## config.mk

```make
export PLATFORM = sky130hd
export DESIGN_NAME = soc_system_gpio_debounce
export DESIGN_NICKNAME = d
export VERILOG_FILES = /design/src/rtl/soc_system_gpio_debounce.sv
export SDC_FILE = /design/constraint.sdc
export NUM_CORES = 1
export LEC_CHECK = 0
export CAP_MARGIN = 20
export CORE_UTILIZATION = 55
export CTS_BUF_LIST = sky130_fd_sc_hd__clkbuf_8 sky130_fd_sc_hd__clkbuf_16
export CTS_CLUSTER_SIZE = 14
export DETAILED_ROUTE_END_ITERATION = 16
export PLACE_DENSITY = 0.74
export SLEW_MARGIN = 10
export SYNTH_ARGS = -nofsm -noshare
export SYNTH_HDL_FRONTEND = slang
export SYNTH_SLANG_ARGS = --single-unit
```

## constraint.sdc

```tcl
create_clock -name clk -period 4.05 [get_ports clk]
set_input_delay 0.81 -clock clk [delete_from_list [all_inputs] [get_ports clk]]
set_output_delay 0.81 -clock clk [all_outputs]
set_load 0.01 [all_outputs]
```

## src/rtl/soc_system_gpio_debounce.sv

```systemverilog
// GPIO input conditioner: per-bit synchroniser and debounce counter feeding the PIO input side,
// with registered rise/fall strobes and an aggregate change strobe.
module soc_system_gpio_debounce #(
  parameter int unsigned WIDTH           = 18,
  parameter int unsigned SYNC_STAGES     = 2,
  parameter int unsigned DEBOUNCE_CYCLES = 50000,
  parameter int unsigned CNT_W           = 16
) (
  input  logic             clk,
  input  logic             reset_n,
  input  logic [WIDTH-1:0] pin_in,
  input  logic [WIDTH-1:0] bypass,
  output logic [WIDTH-1:0] data_out,
  output logic [WIDTH-1:0] rise_pulse,
  output logic [WIDTH-1:0] fall_pulse,
  output logic             any_change
);

  localparam logic [CNT_W-1:0] CNT_MAX = CNT_W'(DEBOUNCE_CYCLES - 1);

  if (SYNC_STAGES < 2) begin : g_bad_sync
    $error("soc_system_gpio_debounce: SYNC_STAGES must be >= 2");
  end
  if (DEBOUNCE_CYCLES < 1) begin : g_bad_deb
    $error("soc_system_gpio_debounce: DEBOUNCE_CYCLES must be >= 1");
  end
  if ((64'd1 << CNT_W) < 64'(DEBOUNCE_CYCLES)) begin : g_bad_cnt
    $error("soc_system_gpio_debounce: CNT_W too small for DEBOUNCE_CYCLES");
  end

  logic [SYNC_STAGES-1:0][WIDTH-1:0] sync_q, sync_d;
  logic [WIDTH-1:0][CNT_W-1:0]       cnt_q, cnt_d;
  logic [WIDTH-1:0]                  data_q, data_d;
  logic [WIDTH-1:0]                  rise_q, rise_d;
  logic [WIDTH-1:0]                  fall_q, fall_d;
  logic                              any_q, any_d;
  logic [WIDTH-1:0]                  sync_w;

  // Plain shift chain: no logic between synchroniser stages.
  always_comb begin
    sync_d = {sync_q[SYNC_STAGES-2:0], pin_in};
  end

  assign sync_w = sync_q[SYNC_STAGES-1];

  // A differing sample counts up; any matching sample restarts qualification.
  always_comb begin
    cnt_d  = cnt_q;
    data_d = data_q;
    for (int unsigned i = 0; i < WIDTH; i++) begin
      if (bypass[i]) begin
        data_d[i] = sync_w[i];
        cnt_d[i]  = '0;
      end else if (sync_w[i] == data_q[i]) begin
        cnt_d[i] = '0;
      end else if (cnt_q[i] == CNT_MAX) begin
        data_d[i] = sync_w[i];
        cnt_d[i]  = '0;
      end else begin
        cnt_d[i] = cnt_q[i] + CNT_W'(1);
      end
    end
    rise_d = data_d & ~data_q;
    fall_d = ~data_d & data_q;
    any_d  = |(rise_d | fall_d);
  end

  always_ff @(posedge clk or negedge reset_n) begin
    if (!reset_n) begin
      sync_q <= '0;
      cnt_q  <= '0;
      data_q <= '0;
      rise_q <= '0;
      fall_q <= '0;
      any_q  <= 1'b0;
    end else begin
      sync_q <= sync_d;
      cnt_q  <= cnt_d;
      data_q <= data_d;
      rise_q <= rise_d;
      fall_q <= fall_d;
      any_q  <= any_d;
    end
  end

  assign data_out   = data_q;
  assign rise_pulse = rise_q;
  assign fall_pulse = fall_q;
  assign any_change = any_q;

endmodule
```

; ---- Word level (Yosys, flattened, before mapping)
; Cells that the tools add are included.
[word_totals]
wordCells = 192
out_inout_bits = 55
register_bits = 379
[op_classes]
n_eq_ne = 36
addsub = 18
n_reduce_logical = 1
n_bitwise = 5
mux = 108
[ops]
columns = op, n
row1 = $mux 16, 54
row2 = $add 16x1->16 const B, 18
row3 = $eq 16x16->1 const B, 18
row4 = $mux 1, 54
row5 = $and 18x18->18, 2
row6 = $not 18->18, 2
row7 = $eq 1x1->1, 18
row8 = $or 18x18->18, 1
row9 = $reduce_or 18->1, 1

; ---- Longest topological paths before layout
[logic_depth]
depth_word = 8
ltp_mapped = 9

; ---- Least setup slack after synthesis
; OpenSTA, ideal clock, no wires.
[synth_timing]
path_kind = register to register
startpoint = reg cnt_q[180] in the netlist's numbering
endpoint = reg any_q, in the netlist any_change
path_buffers = 0
t_arrival_ns = 2.662
slack_ns = 1.250
stages_incl_launch_ff = 9
synth_period_minus_slack_ns = 2.800
cell_sequence = dfrtp_1 -> or4bb_2 -> nor4_2 -> nor2_1 -> mux2_4 -> ha_1 -> and4_1 -> nand3_1 -> or4_1
[synth_between]
elab_chain_cells = 8
word_cells_on_any_way = 9
[synth_lines]
columns = item, line_no
row1 = from (decl), 32  ; logic [WIDTH-1:0][CNT_W-1:0] cnt_q, cnt_d;
row2 = from (signal assigned), 78  ; cnt_q <= cnt_d;
row3 = $eq 16x16->1 *, 56  ; end else if (cnt_q[i] == CNT_MAX) begin
row4 = $mux 1 *, 56
row5 = $mux 1 *, 54  ; end else if (sync_w[i] == data_q[i]) begin
row6 = $mux 1 *, 51  ; if (bypass[i]) begin
row7 = named net data_d[11], 33  ; logic [WIDTH-1:0] data_q, data_d;
row8 = $not 18->18, 64  ; fall_d = ~data_d & data_q;
row9 = $and 18x18->18, 64
row10 = $or 18x18->18 *, 65  ; any_d = |(rise_d | fall_d);
row11 = $reduce_or 18->1 *, 65
row12 = named net any_d, 36  ; logic any_q, any_d;
row13 = to (signal assigned), 82  ; any_q <= any_d;
row14 = to (decl), 36
; The timed path passes the listed nets; every way through them passes the cells marked *.

; ---- Final worst setup path
; Ends and elaborated chain as after synthesis.

==> reports/qor_table.md <==
| Group | Quantity | This run |
|---|---|---|
| grt | Number of global-route vias before repair | 12100 |
| detailed routing | Via Count | 12300 |
| cells and area | Ant diodes | 0 |
| logic synthesis | Syn Std Cell Area | 17700 sq um |
| power | Clock power frac | 47.2% |
| clock tree | Largest buffer count on any clock path | 3 |
| power | Leak pwr | 8.17 nW |
| detailed routing | # DRC | 0 |
| worst setup path | Critical Path Fanout Max | 5 |
| timing | Final hold violations | 0 |
| logic synthesis | Ys flop type | sky130_fd_sc_hd__dfrtp_1 |
| timing | Max-slew violations | 0 |
| worst setup path | Crit path cell chain | or4bb_2 > nor4_2 > nor2_1 > mux2_4 > ha_1 > and4_1 > nand3_1 > or4_1 |
| clock tree | TritonCTS clock tree | yes |
| logic synthesis | Number of synthesized flops with an enable pin | 0 |
| worst setup path | Slowest stage cell, crit path | sky130_fd_sc_hd__or4bb_2 |
| timing | Slew headroom | 34.1% |
| clock tree | Insertion delay to the later sink of the worst-skew pair | 0.54 ns |
| worst setup path | Nature of the critical path endpoint | flop |
| outcome | Outcome | finished, final reports clean |
| clock tree | Clock net sink count | 379 |
| clock tree | Post-CTS repair timing setup buffer count | 0 |
| clock tree | Number of gates resized after CTS | 0 |
| logic synthesis | Syn Area/Cell | 10.5 sq um |
| detailed routing | Number of nets still failing antenna checks after routing | 0 |
| worst setup path | Total buffers and inverters traversed by the critical path | 0 |
| grt | Total GRT Usage | 20.5% |
| logic synthesis | Number of warnings printed during yosys synthesis | 0 |
| timing | Setup TNS | 0 ns |
| worst setup path | Worst EP required | 4.45 ns |
| placed design | Final RePlAce weighted congestion | 0.866 |
| logic synthesis | Synthesized netlist net count | 1785 |
| clock tree | CTS Root Buffer Type | sky130_fd_sc_hd__clkbuf_16 |
| floorplanning | Die extent in y | 182 microns |
| grt | Grt total ovfl | 0 |
| hold path | Type of the tightest min-delay check | input pin to async pin |
| floorplanning | Initial standard-cell utilization of the core | 56.0% |
| placed design | Placement-stage cell area | 19100 sq um |
| worst setup path | Max incr delay on CP | 0.66 ns |
| timing | Top achievable clock speed | 327 MHz |
| logic synthesis | Area fraction of the dominant cell type after synthesis | 53.5% |
| timing | Slew of the pin with the lowest slew margin | 0.988 ns |
| power | Sequential group share of total power | 46.3% |
| cells and area | Relative area change from synthesis to final layout | 16.0% |
| worst setup path | Arrival @ worst endpoint | 3.46 ns |
| worst setup path | Path type of the worst setup path | flop to flop |
| worst setup path | Family of cells with the greatest summed delay on the critical path | simple AND/OR/NAND/NOR gates |
| floorplanning | Core region area | 31600 sq um |
| detailed routing | Initial DRT Pass Iterations | 5 |
| cells and area | Fill cell count | 2426 |
| cells and area | Area taken by multi-input logic gates | 7740 sq um |
| power | Power density over the cells | 418 nW/um^2 |
| floorplanning | Rows | 65 |
| placed design | IO buf count | 92 |
| logic synthesis | Count of cell types in the netlist | 48 |
| placed design | Placed wire-length estimate | 21.6 mm |
| detailed routing | Post-Route WL | 32.2 mm |
| power | Relative contribution of combinational cells to total power | 6.4% |
| clock tree | CTS clk-pin slew, worst paths | 0.06 ns |
| power | Switching part of the total | 22.0% |
| grt | Antenna violations before repair | 0 |
| clock tree | Number of hold-repair buffers added at the cts stage | 0 |
| floorplanning | Die Span X | 182 microns |
| power | Largest voltage drop on the vdd net | 0.000390 V |
| logic synthesis | Post-synthesis async set-or-reset flop share | 100% |
| cells and area | Ratio of cells with drive above 1 in the final layout | 6.00% |
| timing | Share of the clock period used by the worst path | 75.6% |
| timing | Post-layout minimum cycle time | 3.06 ns |
| timing | Worst clock skew on the final layout | 0.0180 ns |
| logic synthesis | Leading cell types by total area after synthesis | sky130_fd_sc_hd__dfrtp_1 54%, sky130_fd_sc_hd__xnor2_1 10%, sky130_fd_sc_hd__nor2_1 6.7%, sky130_fd_sc_hd__ha_1 3.8%, sky130_fd_sc_hd__nand4_1 2.9% |
| grt | First-pass GRT wire length | 56.5 mm |
| detailed routing | Vias per cell | 5.50 |
| detailed routing | 1st-iter DRT viols | 840 |
| cells and area | Design Area, Final | 20600 sq um |
| logic synthesis | Flops & latches, synth | 379 |
| floorplanning | Number of primary I/O pins | 93 |
| power | Net Sw Power | 1.89 mW |
| worst setup path | Launching element type of the critical path | flop |
| floorplanning | Die ar. | 33000 sq um |
| flow run | Number of maximum-capacitance violations | 0 |
| cells and area | Number of nets in the layout | 1894 |
| logic synthesis | Sequential share of the synthesized area | 53.5% |
| clock tree | Count of H-tree levels built during CTS | 2 |
| timing | Final count of negative-setup-slack endpoints | 0 |
| grt | Maximum number of pins on one net before global-route repair | 124 |
| cells and area | Flip-flop and latch area | 9480 sq um |
| timing | RSZ-0062 raised after global routing | no |
| clock tree | Number of buffers inserted during clock tree synthesis | 41 |
| logic synthesis | Cells after Synth | 1693 |
| logic synthesis | Dominant cell type by area after synthesis | sky130_fd_sc_hd__dfrtp_1 |
| power | Total internal power | 6.71 mW |
| detailed routing | Post-DR wirelength/cell | 14.4 microns |
power groups by stage:
stage / clock (mW) / combinational, mW / sequential [mW]
2_1_floorplan: 0 / 0.239 / 4.06
3_3_place_gp: 0 / 0.552 / 4.05
3_5_place_dp: 0 / 0.564 / 4.05
4_1_cts: 4.19 / 0.568 / 3.98
5_1_grt: 4.33 / 0.626 / 4.00
6_report: 4.06 / 0.554 / 3.98
cells by family (layout without fill, tap and decap cells):
kind of cell,count (synthesis),count (layout),share of synthesized area (%)
buffers and inverters,112,252,2.81
multiplexers,35,35,2.12
flip-flops,379,379,53.5
AND/OR/NAND/NOR,817,817,23.7
XOR/XNOR,255,255,12.6
adder cells (fa/ha/maj),54,54,3.81
AO/OA/AOI/OAI,41,41,1.42
state kept, by name (all words and copies together), names as in the netlist:
signal / cells
rise_pulse: 18
any_change: 1
cnt_q: 288
data_out: 18
sync_d: 18
sync_w: 18
fall_pulse: 18
worst reg2reg max path: cells and delay by family (launching register included):
kind,cells,cell delay [ns]
adders and majority gates,1,0.28
muxes,1,0.32
DFF,1,0.42
and+or+nand+nor,6,1.92
cell usage in the layout, fill, tap and decap left out, types with 13 or more instances in the layout:
master	synthesis	final
sky130_fd_sc_hd__a21oi_1	15	15
sky130_fd_sc_hd__and3_1	27	27
sky130_fd_sc_hd__and4_1	13	13
sky130_fd_sc_hd__clkbuf_16	0	41
sky130_fd_sc_hd__clkdlybuf4s50_1	0	91
sky130_fd_sc_hd__dfrtp_1	379	379
sky130_fd_sc_hd__ha_1	54	54
sky130_fd_sc_hd__inv_1	78	79
sky130_fd_sc_hd__mux2i_1	17	17
sky130_fd_sc_hd__nand2_1	59	59
sky130_fd_sc_hd__nand3_1	92	92
sky130_fd_sc_hd__nand4_1	82	82
sky130_fd_sc_hd__nor2_1	316	316
sky130_fd_sc_hd__nor3_1	55	55
sky130_fd_sc_hd__nor4_1	76	76
sky130_fd_sc_hd__nor4bb_1	14	14
sky130_fd_sc_hd__or3_1	21	21
sky130_fd_sc_hd__xnor2_1	210	210
sky130_fd_sc_hd__xor2_1	45	45
layer usage:
layer  global-route usage, %  up-vias  part of all wire [%]
li1                        -     6067                     -
met1                    28.6     5972                    48
met2                    32.8      199                    47
met3                    3.69       49                   4.0
met4                    6.17        0                   2.0
met5                       0        -                     0
synthesized netlist by cell type, types with 2 or more instances:
cell,instances
sky130_fd_sc_hd__a211o_1,2
sky130_fd_sc_hd__a21oi_1,15
sky130_fd_sc_hd__a31oi_1,3
sky130_fd_sc_hd__a41oi_1,3
sky130_fd_sc_hd__and3_1,27
sky130_fd_sc_hd__and4_1,13
sky130_fd_sc_hd__buf_2,7
sky130_fd_sc_hd__buf_4,4
sky130_fd_sc_hd__buf_6,5
sky130_fd_sc_hd__clkbuf_1,16
sky130_fd_sc_hd__dfrtp_1,379
sky130_fd_sc_hd__ha_1,54
sky130_fd_sc_hd__inv_1,78
sky130_fd_sc_hd__mux2_1,5
sky130_fd_sc_hd__mux2_2,12
sky130_fd_sc_hd__mux2i_1,17
sky130_fd_sc_hd__nand2_1,59
sky130_fd_sc_hd__nand2b_1,3
sky130_fd_sc_hd__nand3_1,92
sky130_fd_sc_hd__nand3_2,2
sky130_fd_sc_hd__nand4_1,82
sky130_fd_sc_hd__nand4b_1,2
sky130_fd_sc_hd__nor2_1,316
sky130_fd_sc_hd__nor2b_1,8
sky130_fd_sc_hd__nor3_1,55
sky130_fd_sc_hd__nor4_1,76
sky130_fd_sc_hd__nor4_2,2
sky130_fd_sc_hd__nor4b_1,9
sky130_fd_sc_hd__nor4bb_1,14
sky130_fd_sc_hd__o21ai_0,9
sky130_fd_sc_hd__o31ai_1,6
sky130_fd_sc_hd__or2_1,2
sky130_fd_sc_hd__or2_2,7
sky130_fd_sc_hd__or3_1,21
sky130_fd_sc_hd__or4_1,12
sky130_fd_sc_hd__or4b_1,6
sky130_fd_sc_hd__or4bb_1,5
sky130_fd_sc_hd__or4bb_2,2
sky130_fd_sc_hd__xnor2_1,210
sky130_fd_sc_hd__xor2_1,45
area by class of cell:
cell class | count | share of cell area (%)
Inverter | 78 | 1.42
Clock buffer | 49 | 5.53
Clock inverter | 25 | 1.75
Sequential cell | 379 | 46.1
Multi-Input combinational cell | 1202 | 37.7
Tap cell | 402 | 2.45
Timing Repair Buffer | 100 | 5.04
final timing paths:
path	end	start	cells past startpoint	slack (ns)
worst min register to register	sync_w[6]	sync_d[24]	0	0.35
worst min-delay path	cnt_q[125]	reset_n	1	0.34
worst max-delay path	any_change	cnt_q[180]	8	0.99
worst max register to register	any_change	cnt_q[180]	8	0.99
min in group clk	sync_w[6]	sync_d[24]	0	0.35
max in group asynchronous	cnt_q[35]	reset_n	2	2.68
stage by stage:
| stage | total power [mW] | instances | util [%] | worst slack (ns) | hold WS [ns] |
|---|---|---|---|---|---|
| global placement | 4.60 | 2160 | 60.2 | 0.828 | 0.332 |
| CTS | 8.74 | 2234 | 65.0 | 0.955 | 0.349 |
| detailed placement | 4.61 | 2160 | 60.2 | 0.822 | 0.335 |
| floorplan | 4.30 | 1693 | - | 1.25 | 0.331 |
| finish | 8.60 | 2235 | 65.0 | 0.990 | 0.339 |
| global route | 8.95 | 2235 | 65.0 | 0.860 | 0.351 |
Note: power is estimated with default switching activity, not from simulation.
